File: src/rtl/quad_encoder_gen_pkg.sv
// Shared types and quadrature helpers for the quad_encoder_gen plant emulator.
package quad_enc_pkg;

    localparam int DUTY_W = 18;

    typedef enum logic [1:0] {
        DRV_BRAKE = 2'd0,
        DRV_FWD   = 2'd1,
        DRV_REV   = 2'd2
    } drive_t;

    typedef logic [1:0] quad_t;

    // {qa,qb} forward order 00 -> 01 -> 11 -> 10 (B leads A)
    function automatic quad_t quad_next_fwd(input quad_t q);
        case (q)
            2'b00:   quad_next_fwd = 2'b01;
            2'b01:   quad_next_fwd = 2'b11;
            2'b11:   quad_next_fwd = 2'b10;
            default: quad_next_fwd = 2'b00;
        endcase
    endfunction

    function automatic quad_t quad_next_rev(input quad_t q);
        case (q)
            2'b00:   quad_next_rev = 2'b10;
            2'b10:   quad_next_rev = 2'b11;
            2'b11:   quad_next_rev = 2'b01;
            default: quad_next_rev = 2'b00;
        endcase
    endfunction

endpackage

File: src/rtl/quad_encoder_gen_step_sequencer.sv
// Turns accumulator carries into spaced quadrature steps and tracks shaft position.
module quad_step_sequencer
    import quad_enc_pkg::*;
#(
    parameter int          MIN_GAP  = 4,
    parameter logic [15:0] INIT_POS = 16'd4000
) (
    input  logic        clk_50,
    input  logic        rst_n,
    input  logic        en,
    input  logic        clear,
    input  logic        carry,
    input  logic        fwd,
    output quad_t       quad,
    output logic [15:0] pos,
    output logic        step_strobe
);

    localparam int                 GAP_W   = $clog2(MIN_GAP) + 1;
    localparam logic [GAP_W-1:0]   GAP_MAX = GAP_W'(MIN_GAP - 1);

    logic             pending_reg;
    logic [GAP_W-1:0] gap_reg;
    quad_t            quad_reg;
    logic [15:0]      pos_reg;
    logic             strobe_reg;
    logic             step_fire;

    assign step_fire = en && !clear && pending_reg && (gap_reg >= GAP_MAX);

    always_ff @(posedge clk_50) begin
        if (!rst_n) begin
            pending_reg <= 1'b0;
            gap_reg     <= '0;
            quad_reg    <= 2'b00;
            pos_reg     <= INIT_POS;
            strobe_reg  <= 1'b0;
        end else begin
            strobe_reg <= step_fire;
            // Pending saturates: a carry arriving while a step is still owed is dropped.
            if (clear || step_fire)
                pending_reg <= 1'b0;
            else if (carry)
                pending_reg <= 1'b1;

            if (step_fire) begin
                gap_reg  <= '0;
                quad_reg <= fwd ? quad_next_fwd(quad_reg) : quad_next_rev(quad_reg);
                pos_reg  <= fwd ? pos_reg + 16'd1 : pos_reg - 16'd1;
            end else if (gap_reg < GAP_MAX) begin
                gap_reg <= gap_reg + GAP_W'(1);
            end
        end
    end

    assign quad        = quad_reg;
    assign pos         = pos_reg;
    assign step_strobe = strobe_reg;

endmodule

File: src/rtl/quad_encoder_gen.sv
// DC motor + quadrature encoder plant emulator: H-bridge drive in, qa/qb/home switch out.
// Optional macro INERTIA_EN replaces the instant duty-to-rate path with a first-order speed filter.
module quad_encoder_gen
    import quad_enc_pkg::*;
#(
    parameter int          ACC_W     = 24,
    parameter int          DEAD_DUTY = 1024,
    parameter int          MIN_GAP   = 4,
    parameter logic [15:0] INIT_POS  = 16'd4000,
    parameter logic [15:0] HOME_POS  = 16'd3000,
    parameter int          TAU_SHIFT = 4,
    parameter int          TICK_DIV  = 50000
) (
    input  logic        clk_50,
    input  logic        rst_n,
    input  logic        en,
    input  logic        dir1,
    input  logic        dir2,
    input  logic [17:0] duty,
    output logic        qa,
    output logic        qb,
    output logic        zdc,
    output logic [15:0] pos,
    output logic        step_strobe
);

    localparam logic [DUTY_W-1:0] DEAD_THR = DUTY_W'(DEAD_DUTY);

    drive_t           drive;
    logic [ACC_W-1:0] rate;
    logic             step_fwd;
    logic             seq_clear;
    logic [ACC_W-1:0] acc_reg;
    logic [ACC_W:0]   acc_sum;
    logic             carry;
    logic             zdc_reg;
    quad_t            quad;

    always_comb begin
        case ({dir1, dir2})
            2'b10:   drive = DRV_FWD;
            2'b01:   drive = DRV_REV;
            default: drive = DRV_BRAKE;
        endcase
    end

`ifdef INERTIA_EN
    localparam int                TICK_W    = $clog2(TICK_DIV) + 1;
    localparam logic [TICK_W-1:0] TICK_LAST = TICK_W'(TICK_DIV - 1);
    localparam logic [DUTY_W:0]   DEAD_MAG  = (DUTY_W + 1)'(DEAD_DUTY);

    logic signed [DUTY_W:0]   speed_reg;
    logic signed [DUTY_W:0]   cmd;
    logic signed [DUTY_W+1:0] delta;
    logic signed [DUTY_W+1:0] delta_scaled;
    logic [DUTY_W:0]          speed_mag;
    logic [TICK_W-1:0]        tick_reg;

    always_comb begin
        case (drive)
            DRV_FWD: cmd = $signed({1'b0, duty});
            DRV_REV: cmd = -$signed({1'b0, duty});
            default: cmd = '0;
        endcase
        delta        = $signed({cmd[DUTY_W], cmd}) - $signed({speed_reg[DUTY_W], speed_reg});
        delta_scaled = delta >>> TAU_SHIFT;
        speed_mag    = speed_reg[DUTY_W] ? (DUTY_W + 1)'(-speed_reg) : speed_reg;
        rate         = (en && speed_mag >= DEAD_MAG) ? ACC_W'(speed_mag) : '0;
        step_fwd     = !speed_reg[DUTY_W];
        seq_clear    = 1'b0;
    end

    // Speed moves a 1/2^TAU_SHIFT fraction toward the command once per tick.
    always_ff @(posedge clk_50) begin
        if (!rst_n) begin
            speed_reg <= '0;
            tick_reg  <= '0;
        end else if (en) begin
            if (tick_reg == TICK_LAST) begin
                tick_reg  <= '0;
                speed_reg <= speed_reg + delta_scaled[DUTY_W:0];
            end else begin
                tick_reg <= tick_reg + TICK_W'(1);
            end
        end
    end
`else
    always_comb begin
        rate      = (en && drive != DRV_BRAKE && duty >= DEAD_THR) ? ACC_W'(duty) : '0;
        step_fwd  = (drive != DRV_REV);
        seq_clear = (drive == DRV_BRAKE);
    end
`endif

    assign acc_sum = {1'b0, acc_reg} + {1'b0, rate};
    assign carry   = acc_sum[ACC_W];

    always_ff @(posedge clk_50) begin
        if (!rst_n)
            acc_reg <= '0;
        else if (seq_clear)
            acc_reg <= '0;
        else if (en)
            acc_reg <= acc_sum[ACC_W-1:0];
    end

    quad_step_sequencer #(
        .MIN_GAP  (MIN_GAP),
        .INIT_POS (INIT_POS)
    ) u_seq (
        .clk_50      (clk_50),
        .rst_n       (rst_n),
        .en          (en),
        .clear       (seq_clear),
        .carry       (carry),
        .fwd         (step_fwd),
        .quad        (quad),
        .pos         (pos),
        .step_strobe (step_strobe)
    );

    // Home switch lags pos by one clock, like a real registered input stage.
    always_ff @(posedge clk_50) begin
        if (!rst_n)
            zdc_reg <= (INIT_POS > HOME_POS);
        else
            zdc_reg <= (pos > HOME_POS);
    end

    assign qa  = quad[1];
    assign qb  = quad[0];
    assign zdc = zdc_reg;

endmodule

File: config.mk
export PLATFORM = sky130hd
export DESIGN_NAME = quad_encoder_gen
export DESIGN_NICKNAME = d
export VERILOG_FILES = /design/src/rtl/quad_encoder_gen_pkg.sv /design/src/rtl/quad_encoder_gen_step_sequencer.sv /design/src/rtl/quad_encoder_gen.sv
export SDC_FILE = /design/constraint.sdc
export NUM_CORES = 1
export LEC_CHECK = 0
export BUFFER_PORTS_ARGS = -buffer_cell sky130_fd_sc_hd__buf_2
export CAP_MARGIN = 0
export CORE_UTILIZATION = 59
export CTS_BUF_LIST = sky130_fd_sc_hd__clkbuf_8 sky130_fd_sc_hd__clkbuf_16
export CTS_CLUSTER_DIAMETER = 120
export CTS_CLUSTER_SIZE = 24
export DETAILED_ROUTE_END_ITERATION = 8
export PLACE_DENSITY_LB_ADDON = 0.1
export SETUP_SLACK_MARGIN = 0.4
export SLEW_MARGIN = 20
export SYNTH_ARGS = -nofsm -noshare
export SYNTH_HDL_FRONTEND = slang
export SYNTH_HIERARCHICAL = 1
export SYNTH_SLANG_ARGS = --single-unit
File: constraint.sdc
create_clock -name clk_50 -period 4.6 [get_ports clk_50]
set_input_delay 0.69 -clock clk_50 [delete_from_list [all_inputs] [get_ports clk_50]]
set_output_delay 0.69 -clock clk_50 [all_outputs]
set_load 0.01 [all_outputs]
# After elaboration in Yosys (flattened, before gate mapping)
# Index checks and enable logic that the tools add are counted.
# op_classes
addsub	4
order_cmp	4
n_eq_ne	6
n_mux	6
n_bitwise	1
reduce_logical	13
# op_table
operator	count
adder 24 x 18 -> 25 bit	1
>= comparator 18 x 11 -> 1 bit, second input constant	1
2-to-1 mux 18 bit	1
adder 16 x 1 -> 16 bit, second input constant	1
greater-than comparator 16 x 12 -> 1 bit, second input constant	1
2-to-1 mux 16 bit	1
subtractor 16 x 1 -> 16 bit, second input constant	1
one-hot mux 2 bit (3 select lines)	2
equality test 2 bit, second input constant	3
OR reduction 2 bit	3
logical AND 1 bit	5
equality test 2 x 1 -> 1 bit, second input constant	2
zero test 2 bit	2
one-hot mux 2 bit (2 select lines)	1
adder 3 x 1 -> 3 bit, second input constant	1
>= comparator 3 x 2 -> 1 bit, second input constant	1
less-than comparator 3 x 2 -> 1 bit, second input constant	1
2-to-1 mux 2 bit	1
inequality test 2 bit, second input constant	1
nonzero test 2 bit	1
zero test 1 bit	1
logical OR 1 bit	1
inverter 1 bit	1
# word_totals
regBits	48
input_bits	23
out_inout_bits	20
word_cells	41

# Depth between registers and ports, before layout
# depth
word_depth	9
depth_mapped	14
ltp_nobuf	13

# Hierarchy
# Netlist, hierarchy kept.
# modules_own_cells
module	instances	cells_each	area_per_inst_um2	seq_area_each_um2
quad_encoder_gen	1	246	1975.6	500.5
quad_step_sequencer	1	191	1597.8	460.4

# Least setup slack after synthesis
# OpenSTA, ideal clock, no wires.
# synth_timing
path_type	input port to flip-flop
start	in dir1
end	reg acc_reg[20]
setup_ns	0.115
arrival_time_ns	3.726
required_time_ns	4.485
path_slack_ns	0.759
path_stages	14
n_path_buf	1
path_cell_list	inv_1 ha_1 a211oi_1 clkbuf_1 and2_1 ha_1 fa_1 a21oi_2 o211a_1 or4_4 a211o_1 a21oi_1 xnor2_1 nor2_1
# synth_between
word_cells_on_any_way	10
classes_between	add/sub: 1; eq/ne: 2; mux: 2; reduce/logical: 5
# synth_lines
item	line_no	rtl
from (decl)	quad_encoder_gen.sv:17	input logic dir1,
equality test 2 x 1 -> 1 bit or equality test 2 bit (tied branches)	quad_encoder_gen.sv:40	case ({dir1, dir2})
one-hot mux 2 bit (2 select lines) *	quad_encoder_gen.sv:40	
zero test 2 bit *	quad_encoder_gen.sv:91	seq_clear = (drive == DRV_BRAKE);
named net seq_clear	quad_encoder_gen.sv:32	logic seq_clear;
OR reduction 2 bit (no source line) *	n/a	
to (signal assigned)	quad_encoder_gen.sv:104	acc_reg <= acc_sum[ACC_W-1:0];
to (decl)	quad_encoder_gen.sv:33	logic [ACC_W-1:0] acc_reg;
# The timed path passes the listed nets; every way through them passes the cells marked *.
# A chain may end at the register's enable or synchronous reset.

# Final worst setup path
# Same ends and word-level chain as after synthesis.

==> impl_metrics.toml <==
[route]
wl_per_cell_um = 14.47
vias = 3253
first_iter_violations = 221
first_pass_iters = 5
drtAntennaViolNets = 0
viasPerCell = 5.925
routed_wl_mm = 7.944
drc = 0

[global_route]
antenna_found_initial = 0
overflow = 0
grt_usage_pct = 26.73
grt_pass1_wl_mm = 13.54
grt_pass1_vias = 3006
grt_max_degree = 32

[critical_path]
crit_buf_inv = 3
path_cells = "buf_2 > inv_1 > ha_1 > a211oi_1 > buf_4 > and2_1 > ha_1 > fa_1 > a21oi_2 > o211a_1 > or4_4 > a211o_1 > a21oi_1 > xnor2_1 > nor2_1"
end_kind = "flip-flop"
r2r-end = "acc_reg[20]"
crit_path_max_incr_delay_ns = 0.55
rr_worst_depth = 9
worstSetupStartpointType = "input port"
cpMaxStageDelayCell = "or4_4"
crit_path_frequent_cell = "ha_1"
r2r_setup_slack_ns = 2.06
worstPathMaxFanout = 18
cp_top_family = "compound AO/OA/AOI/OAI gates"
crit_arrival_ns = 3.82
timing.rr.start = "acc_reg[0]"
critPathKind = "input port to flip-flop"
critPathRequiredTime_ns = 4.76

[floorplanning]
die_area_mm2 = 0.006372
core_area_mm2 = 0.005675
die_w_um = 79.83
ioPinCount = 43
die_y_um = 79.83
start_util_pct = 62.96
num_rows = 27

[layout]
largest_register_ffs = 24
antenna_cells = 0
final_area_mm2 = 0.003901
nNetsFinal = 537
nFillCells = 490
drive_gt1_share_pct = 13.63
instances_no_fill = 549
syn_to_final_growth_pct = 9.174

[logic_synthesis]
synthXorXnorAreaFrac_pct = 6.373
synth-edff-count = 0
syn_avg_cell_area_um2 = 8.177
yosysTopAreaCell = "dfxtp_1"
synth.mux.area_fraction_pct = 3.081
synth_compound_area_share_pct = 24.93
synthAdderAreaFrac_pct = 13.38
synthTopCellsByArea = "dfxtp_1, ha_1, nand2_1"
syn_nets = 497
yosysUniqueCellTypes = 66
yosysMostFrequentCell = "nand2_1"
netlist_area_mm2 = 0.003573
synth_top_family_by_area = "compound AO/OA/AOI/OAI gates"
seq_area_frac_synth_pct = 26.89
synth.top_cells.by_count = "nand2_1, dfxtp_1, ha_1, nor2_1, a21oi_1"
synth_ff_type = "dfxtp_1"
async_flop_share_pct = 0
synthSimpleGateAreaFrac_pct = 22.06
synth-seq-cells = 48
netlist.area_leader.share_pct = 26.89
synth_cells = 437
synth_warnings = 6

[hold_path]
hold_class = "flip-flop to flip-flop"
hp-start = "acc_reg[17]"
hold_path_end = "acc_reg[17]"
hold_depth = 2

[timing]
period_share_pct = 79.40
skew_ns = 0.008148
worst_pin_slew_ns = 0.9699
slew_viol_final = 0
period_minus_slack_ns = 3.653
finalWorstSetupSlack_ns = 0.9475
hold_viol = 0
setup_viol_count_final = 0
rsz0062_at_grt = "no"
slew_headroom_pct = 35.34
tns_ns = 0
fmax_ghz = 0.2738

[clocking]
cts_resized = 0
cts.clk_slew.worst_paths_ns = 0.09
cts_setup_buffers = 0
clock_path_buffers = 2
htree_num_levels = 2
cts_tree = "yes"
clk_latency_ns = 0.30
numCtsBuffers = 5
hold_buffers = 0
cts_root_buf = "clkbuf_8"
clkSinkCount = 48

[place]
placed_cell_area_mm2 = 0.003824
dp_hpwl_mm = 5.922
portBuffers = 42
dpl.cell_count = 542
place_ws_ns = 0.6621
routabilityCongestion = 0.8187

[run]
cap_violations = 0

[pwr]
powerDensity_mw_per_mm2 = 221.8
peakVddDrop_v = 0.0001827
p_leak_nw = 1.811

[status]
outcome = "finished clean"
==> routing by layer <==
metal  up-vias  part of all wire (%)  track usage [%]
li1       1679                     -                -
met1      1508                    50            35.21
met2        59                    46            45.56
met3         7                   3.0            3.429
met4         0                   1.2            7.321
met5         -                     0                0
==> where the power goes <==
part	switching [mW]	total [mW]	internal, mW
logic	0.102	0.175	0.0728
registers	0.0155	0.446	0.430
clock network	0.143	0.244	0.102
total	0.261	0.865	0.605
==> worst min-delay path, delay by kind of cell, from the launching register on <==
kind	cells	cell delay (ns)
AOI/OAI and AO/OA	1	0.05
DFF	1	0.32
and+or+nand+nor	1	0.05
==> final cells by class <==
class                   instances  area [um2]  area share (%)
multi-input cells             366        2495           63.95
repair buffers                 46       240.2           6.158
clock inverters                 2       8.758          0.2245
flip-flops and latches         48       960.9           24.63
inverters                      10       37.54          0.9622
well taps                      72       90.09           2.309
clock buffers                   5       68.82           1.764
==> through the flow <==
step | hold WS, ns | utilization, % | power (mW)
global placement | 0.4373 | 67.37 | 0.6189
detailed placement | 0.4498 | 67.37 | 0.6295
finish | 0.4552 | 68.74 | 0.8653
floorplan | 0.4297 | - | 0.5853
CTS | 0.4624 | 68.74 | 0.8718
global route | 0.4913 | 68.74 | 0.9149
==> logic make-up after synthesis <==
| kind of cell | Yosys count |
|---|---|
| flip-flops | 48 |
| AND/OR/NAND/NOR | 160 |
| XOR/XNOR | 26 |
| buffers and inverters | 23 |
| adder cells (fa/ha/maj) | 37 |
| multiplexers | 11 |
| AO/OA/AOI/OAI | 132 |
==> worst max-delay path by stage <==
stage	slack (ns)	from	depth (start not counted)	endpoint
2_1_floorplan	0.76	dir1	14	acc_reg[20]
3_3_place_gp	0.69	dir1	15	acc_reg[20]
3_5_place_dp	0.66	dir1	15	acc_reg[22]
4_1_cts	0.97	dir1	15	acc_reg[20]
5_1_grt	0.74	dir1	15	acc_reg[20]
6_report	0.95	dir1	15	acc_reg[20]
==> layout by cell type (no fill, tap or decap), types with 3 or more instances in the layout <==
cell type,instances
o21ai_1,5
and3_1,3
o211a_1,3
ha_1,35
dfxtp_1,48
a211oi_1,8
a211o_1,3
inv_1,10
a21boi_0,3
nor2_1,34
nand2_1,50
buf_4,4
buf_2,42
o31ai_1,3
o211ai_1,9
and2_1,21
o21a_1,5
mux2i_1,11
nand3_1,12
a21o_1,9
clkbuf_8,5
a21oi_1,32
nor4_1,3
or3_1,3
nor3_1,9
nor2b_1,4
o21ai_0,23
o311ai_1,4
or2_2,3
xor2_1,9
nand2b_1,5
xnor2_1,17
nand4_1,4
Note: power is estimated with default switching activity, not from simulation.
